[config.mk]
export PLATFORM = sky130hd
export DESIGN_NAME = mem_access_unit
export DESIGN_NICKNAME = d
export VERILOG_FILES = /design/src/rtl/mem_access_unit.sv
export SDC_FILE = /design/constraint.sdc
export NUM_CORES = 1
export LEC_CHECK = 0
export BUFFER_PORTS_ARGS = -buffer_cell sky130_fd_sc_hd__buf_4
export CAP_MARGIN = 20
export CORE_UTILIZATION = 49
export DETAILED_ROUTE_END_ITERATION = 10
export HOLD_SLACK_MARGIN = 0.1
export PLACE_DENSITY = 0.85
export SLEW_MARGIN = 25
export SYNTH_ARGS = -nofsm -noshare
export SYNTH_HDL_FRONTEND = slang
export SYNTH_SLANG_ARGS = --single-unit
[constraint.sdc]
create_clock -name clk -period 2.1 [get_ports clk]
set_input_delay 0.105 -clock clk [delete_from_list [all_inputs] [get_ports clk]]
set_output_delay 0.105 -clock clk [all_outputs]
set_load 0.03 [all_outputs]
[src/rtl/mem_access_unit.sv]
// Load/store unit: aligns store data onto byte lanes, runs a single bus transaction and
// extends load data. Optional misalignment faulting is enabled with LSU_MISALIGN_CHECK_EN.
module mem_access_unit #(
   parameter int unsigned TIMEOUT = 16
) (
   input  logic        clk,
   input  logic        rst,
   input  logic        mem_req,
   input  logic        mem_we,
   input  logic [2:0]  funct3,
   input  logic [31:0] addr,
   input  logic [31:0] wdata,
   output logic [31:0] rdata,
   output logic        stall,
   output logic        done,
   output logic        fault,
   output logic        bus_req,
   output logic        bus_we,
   output logic [31:0] bus_addr,
   output logic [3:0]  bus_be,
   output logic [31:0] bus_wdata,
   input  logic        bus_ack,
   input  logic [31:0] bus_rdata
);

   typedef enum logic [1:0] {StIdle, StBus, StResp} state_e;

   state_e      state_q, state_d;
   logic [7:0]  cnt_q, cnt_d;
   logic [31:0] rdata_q, rdata_d;
   logic        fault_q, fault_d;
   logic        bus_we_q;
   logic [31:0] bus_addr_q, bus_wdata_q;
   logic [3:0]  bus_be_q;
   logic [1:0]  off_q;
   logic [2:0]  funct3_q;
   logic        latch_en;

   logic        req_valid, misalign;
   logic [1:0]  req_off;
   logic [3:0]  req_be;
   logic [31:0] req_wdata;
   logic [31:0] shifted, load_data;

   // Lane decode; the effective offset drops the bits a wider access ignores.
   always_comb begin
      req_be    = 4'b1111;
      req_off   = 2'b00;
      req_wdata = wdata;
      case (funct3[1:0])
         2'b00: begin
            req_be    = 4'b0001 << addr[1:0];
            req_off   = addr[1:0];
            req_wdata = {4{wdata[7:0]}};
         end
         2'b01: begin
            req_be    = 4'b0011 << {addr[1], 1'b0};
            req_off   = {addr[1], 1'b0};
            req_wdata = {2{wdata[15:0]}};
         end
         default: ;
      endcase

      case (funct3)
         3'b000, 3'b001, 3'b010: req_valid = 1'b1;
         3'b100, 3'b101:         req_valid = ~mem_we;
         default:                req_valid = 1'b0;
      endcase

`ifdef LSU_MISALIGN_CHECK_EN
      misalign = ((funct3[1:0] == 2'b01) & addr[0]) |
                 ((funct3[1:0] == 2'b10) & (addr[1:0] != 2'b00));
`else
      misalign = 1'b0;
`endif
   end

   always_comb begin
      shifted = bus_rdata >> {off_q, 3'b000};
      case (funct3_q)
         3'b000:  load_data = {{24{shifted[7]}}, shifted[7:0]};
         3'b001:  load_data = {{16{shifted[15]}}, shifted[15:0]};
         3'b100:  load_data = {24'd0, shifted[7:0]};
         3'b101:  load_data = {16'd0, shifted[15:0]};
         default: load_data = shifted;
      endcase
   end

   always_comb begin
      state_d  = state_q;
      cnt_d    = cnt_q;
      rdata_d  = rdata_q;
      fault_d  = fault_q;
      latch_en = 1'b0;
      case (state_q)
         StIdle: begin
            if (mem_req) begin
               if (req_valid && !misalign) begin
                  state_d  = StBus;
                  cnt_d    = 8'd0;
                  fault_d  = 1'b0;
                  latch_en = 1'b1;
               end else begin
                  state_d = StResp;
                  fault_d = 1'b1;
               end
            end
         end
         StBus: begin
            if (bus_ack) begin
               state_d = StResp;
               fault_d = 1'b0;
               if (!bus_we_q) rdata_d = load_data;
            end else if (cnt_q == 8'(TIMEOUT - 1)) begin
               state_d = StResp;
               fault_d = 1'b1;
               rdata_d = 32'd0;
            end else begin
               cnt_d = cnt_q + 8'd1;
            end
         end
         StResp:  state_d = StIdle;
         default: state_d = StIdle;
      endcase
   end

   always_ff @(posedge clk) begin
      if (rst) begin
         state_q     <= StIdle;
         cnt_q       <= 8'd0;
         rdata_q     <= 32'd0;
         fault_q     <= 1'b0;
         bus_we_q    <= 1'b0;
         bus_addr_q  <= 32'd0;
         bus_be_q    <= 4'd0;
         bus_wdata_q <= 32'd0;
         off_q       <= 2'd0;
         funct3_q    <= 3'd0;
      end else begin
         state_q <= state_d;
         cnt_q   <= cnt_d;
         rdata_q <= rdata_d;
         fault_q <= fault_d;
         if (latch_en) begin
            bus_we_q    <= mem_we;
            bus_addr_q  <= {addr[31:2], 2'b00};
            bus_be_q    <= req_be;
            bus_wdata_q <= req_wdata;
            off_q       <= req_off;
            funct3_q    <= funct3;
         end
      end
   end

   assign rdata     = rdata_q;
   assign stall     = ((state_q == StIdle) & mem_req) | (state_q == StBus);
   assign done      = (state_q == StResp);
   assign fault     = (state_q == StResp) & fault_q;
   assign bus_req   = (state_q == StBus);
   assign bus_we    = bus_we_q;
   assign bus_addr  = bus_addr_q;
   assign bus_be    = bus_be_q;
   assign bus_wdata = bus_wdata_q;

endmodule
==> run metrics <==
register area 2300 µm²; # rows 37; status complete, no violations; mux contribution to synthesized area 10.7%; Post-synth EDFFs 0; area of the multi-input gates 2590 µm²; Yosys warnings 0; Power Total 6.50 mW; first-pass GRT wire length around 30000 µm; count of final setup violators 0; Post-synth top flop dfxtp_1; gpl congestion slightly above 0.9; PD cells 785 nW/µm²; Post-CTS Setup Bufs 0; Compound-Gate Fraction of Synth Area between 20% and 30%; fin crit share between 90% and 100%; clock root cell clkbuf_8; Post-Synth XOR/XNOR Area 0%; Post-synth top cells nand2_1, dfxtp_1, a21oi_1; Slew headroom ~60%; clock-pin slew of the registers on the worst-case setup and hold paths 60 ps; DR DRC count 0; met3 routed WL 1410 µm; Synth Area in Adders 0.242%; dominant cell type by area after synthesis dfxtp_1; fillcell total 620; I/O Pins 209; final cell utilization of the core 80.5%; f_max between 0.5 and 0.6 GHz; simple logic cell fraction of the synthesized area 15.6%; Hold Slack between 100 and 150 ps; Max Cap Viol 0; Vias between 5k and 6k; worst hold path type input pin to flop; Slew Limit Fails 0; RSZ-0062 raised after global routing false; antenna diode count 0; clk_lat worst skew 520 ps; # clock sinks 115; Synth Cell Area 5170 µm²; All-Layer GR Usage 34.2%; Core Region 10300 µm²; Bufs on Longest Clock Path 2; largest net degree at the start of global routing just under 60; area of the die 11000 µm²; dpl cell area 6790 µm²; FF+latch count, synth 115; nets 963; WHS Path Cells 4; max incr delay on CP 450 ps; Pleak approximately 3.5 nW; share of cells above drive strength 1 32.5%; sequential element share of the synthesized area 44.5%; CP Capture Type flop; post-layout min period slightly below 2000 ps; Initial Util 50.3%; Port Buffers between 200 and 250; M1 wire length 6990 µm; CTS H-tree depth 4; accumulated negative setup slack 0 ps; arrival time at the worst endpoint 2340 ps; Layout area overhead 60.1%; synth top area cells dfxtp_1, nand2_1, a21oi_1, mux2i_1, a221o_1; GR Overflow Total 0; Initial DRT Pass Iterations 5; die height 105 µm; Vias/cell 5.84; master of the slowest instance on the critical path a221o_2; vias in the first global route slightly above 6k; Max VDD drop 0.000519 V; DP HPWL ~11000 µm; crit-path cells ha_1 -> and3_1 -> a31oi_2 -> o21a_2 -> a221o_2; routed length per instance approximately 19 µm; area share of the largest cell type after synthesis 44.5%; chip width approximately 100 µm; Least-Margin Pin Slew around 590 ps; initial antenna violation count 0; Yosys cell types 53; routed wl met2 9430 µm; main combinational cell family by area after synthesis compound AO/OA/AOI/OAI gates; Final Hold Fails 0; Reg2Reg Depth 5; Synth Area per Inst 8.96 µm²; crit path max fanout 18; most frequent cell after synthesis nand2_1; Cells after Synth 577; Crit Path Class flop to flop; critical path required time 2500 ps; asr flop ratio synth 0%; CTS tree done; initial drt markers between 400 and 500; cell area after layout 8280 µm²; cts bufs inserted 17; Routed WL 18900 µm; clk_skew 11.3 ps; Highest Signal Layer met4; antenna-violating nets left 0; startpoint type of the worst setup path flop
-- logic make-up after synthesis --
logic type | after synthesis
AOI/OAI and AO/OA | 174
adders and majority gates | 1
buffers and inverters | 59
DFF | 115
muxes | 43
other | 1
and+or+nand+nor | 184
-- metal layers --
layer  up-vias  track usage [%]
li1       2660                -
met5         -                0
met3        93             9.54
met1      2803             36.4
met2       320             59.3
met4         0             22.5
-- worst paths after layout --
kind | start | endpoint | slack [ps]
min | funct3[1] | funct3_q[1] | 120
min reg2reg | bus_addr[16] | bus_addr[16] | 460
max reg2reg | cnt_q[0] | rdata[20] | 160
max | cnt_q[0] | rdata[20] | 160
-- through the flow --
step | worst slack [ps] | instances
3_5_place_dp | 57.8 | 886
6_report | 156 | 1007
5_1_grt | 71.1 | 1007
4_1_cts | 50.7 | 1007
2_1_floorplan | 195 | 578
3_3_place_gp | 175 | 886
-- state kept, by name (all words and copies together) (netlist names) --
register / count
bus_wdata: 32
bus_be: 4
state_q: 2
bus_we: 1
off_q: 2
cnt_q: 8
rdata: 32
funct3_q: 3
fault_q: 1
bus_addr: 30
-- where the power goes --
part / internal [mW] / switching [mW]
Clock: 1.83 / 1.07
Sequential: 2.29 / 0.0702
Combinational: 0.545 / 0.689
Total: 4.67 / 1.82
-- layout make-up --
class	count	share of cell area [%]
clock buffer	19	5.22
clock inverter	13	1.92
inverter	8	0.363
multi-input combinational	404	31.3
sequential	115	27.8
tap	136	2.06
timing repair buffer	312	31.3
-- cells in the final DEF (no fill, tap or decap), types with 15 or more instances in the layout --
master | Yosys | layout
a21oi_1 | 74 | 74
a221o_1 | 15 | 15
buf_4 | 5 | 221
clkbuf_16 | 0 | 16
dfxtp_1 | 115 | 115
dlygate4sd3_1 | 0 | 89
mux2i_1 | 26 | 26
nand2_1 | 124 | 124
nor2_1 | 24 | 24
o21ai_0 | 19 | 19
o2bb2ai_1 | 15 | 15
-- worst max-delay path: cells and delay by family, from the launching register on --
kind	cells	cell delay, ps
simple gates	1	290
fa+ha+maj	1	200
compound gates	3	950
flops	1	390
-- repair_timing --
item                                    in CTS  in global routing
hold endpoints to repair                   108                  0
hold buffers                                89                  0
gates resized for setup                      0                  2
endpoints found under the setup margin       0                 10
(Power assumes the default switching activity.)
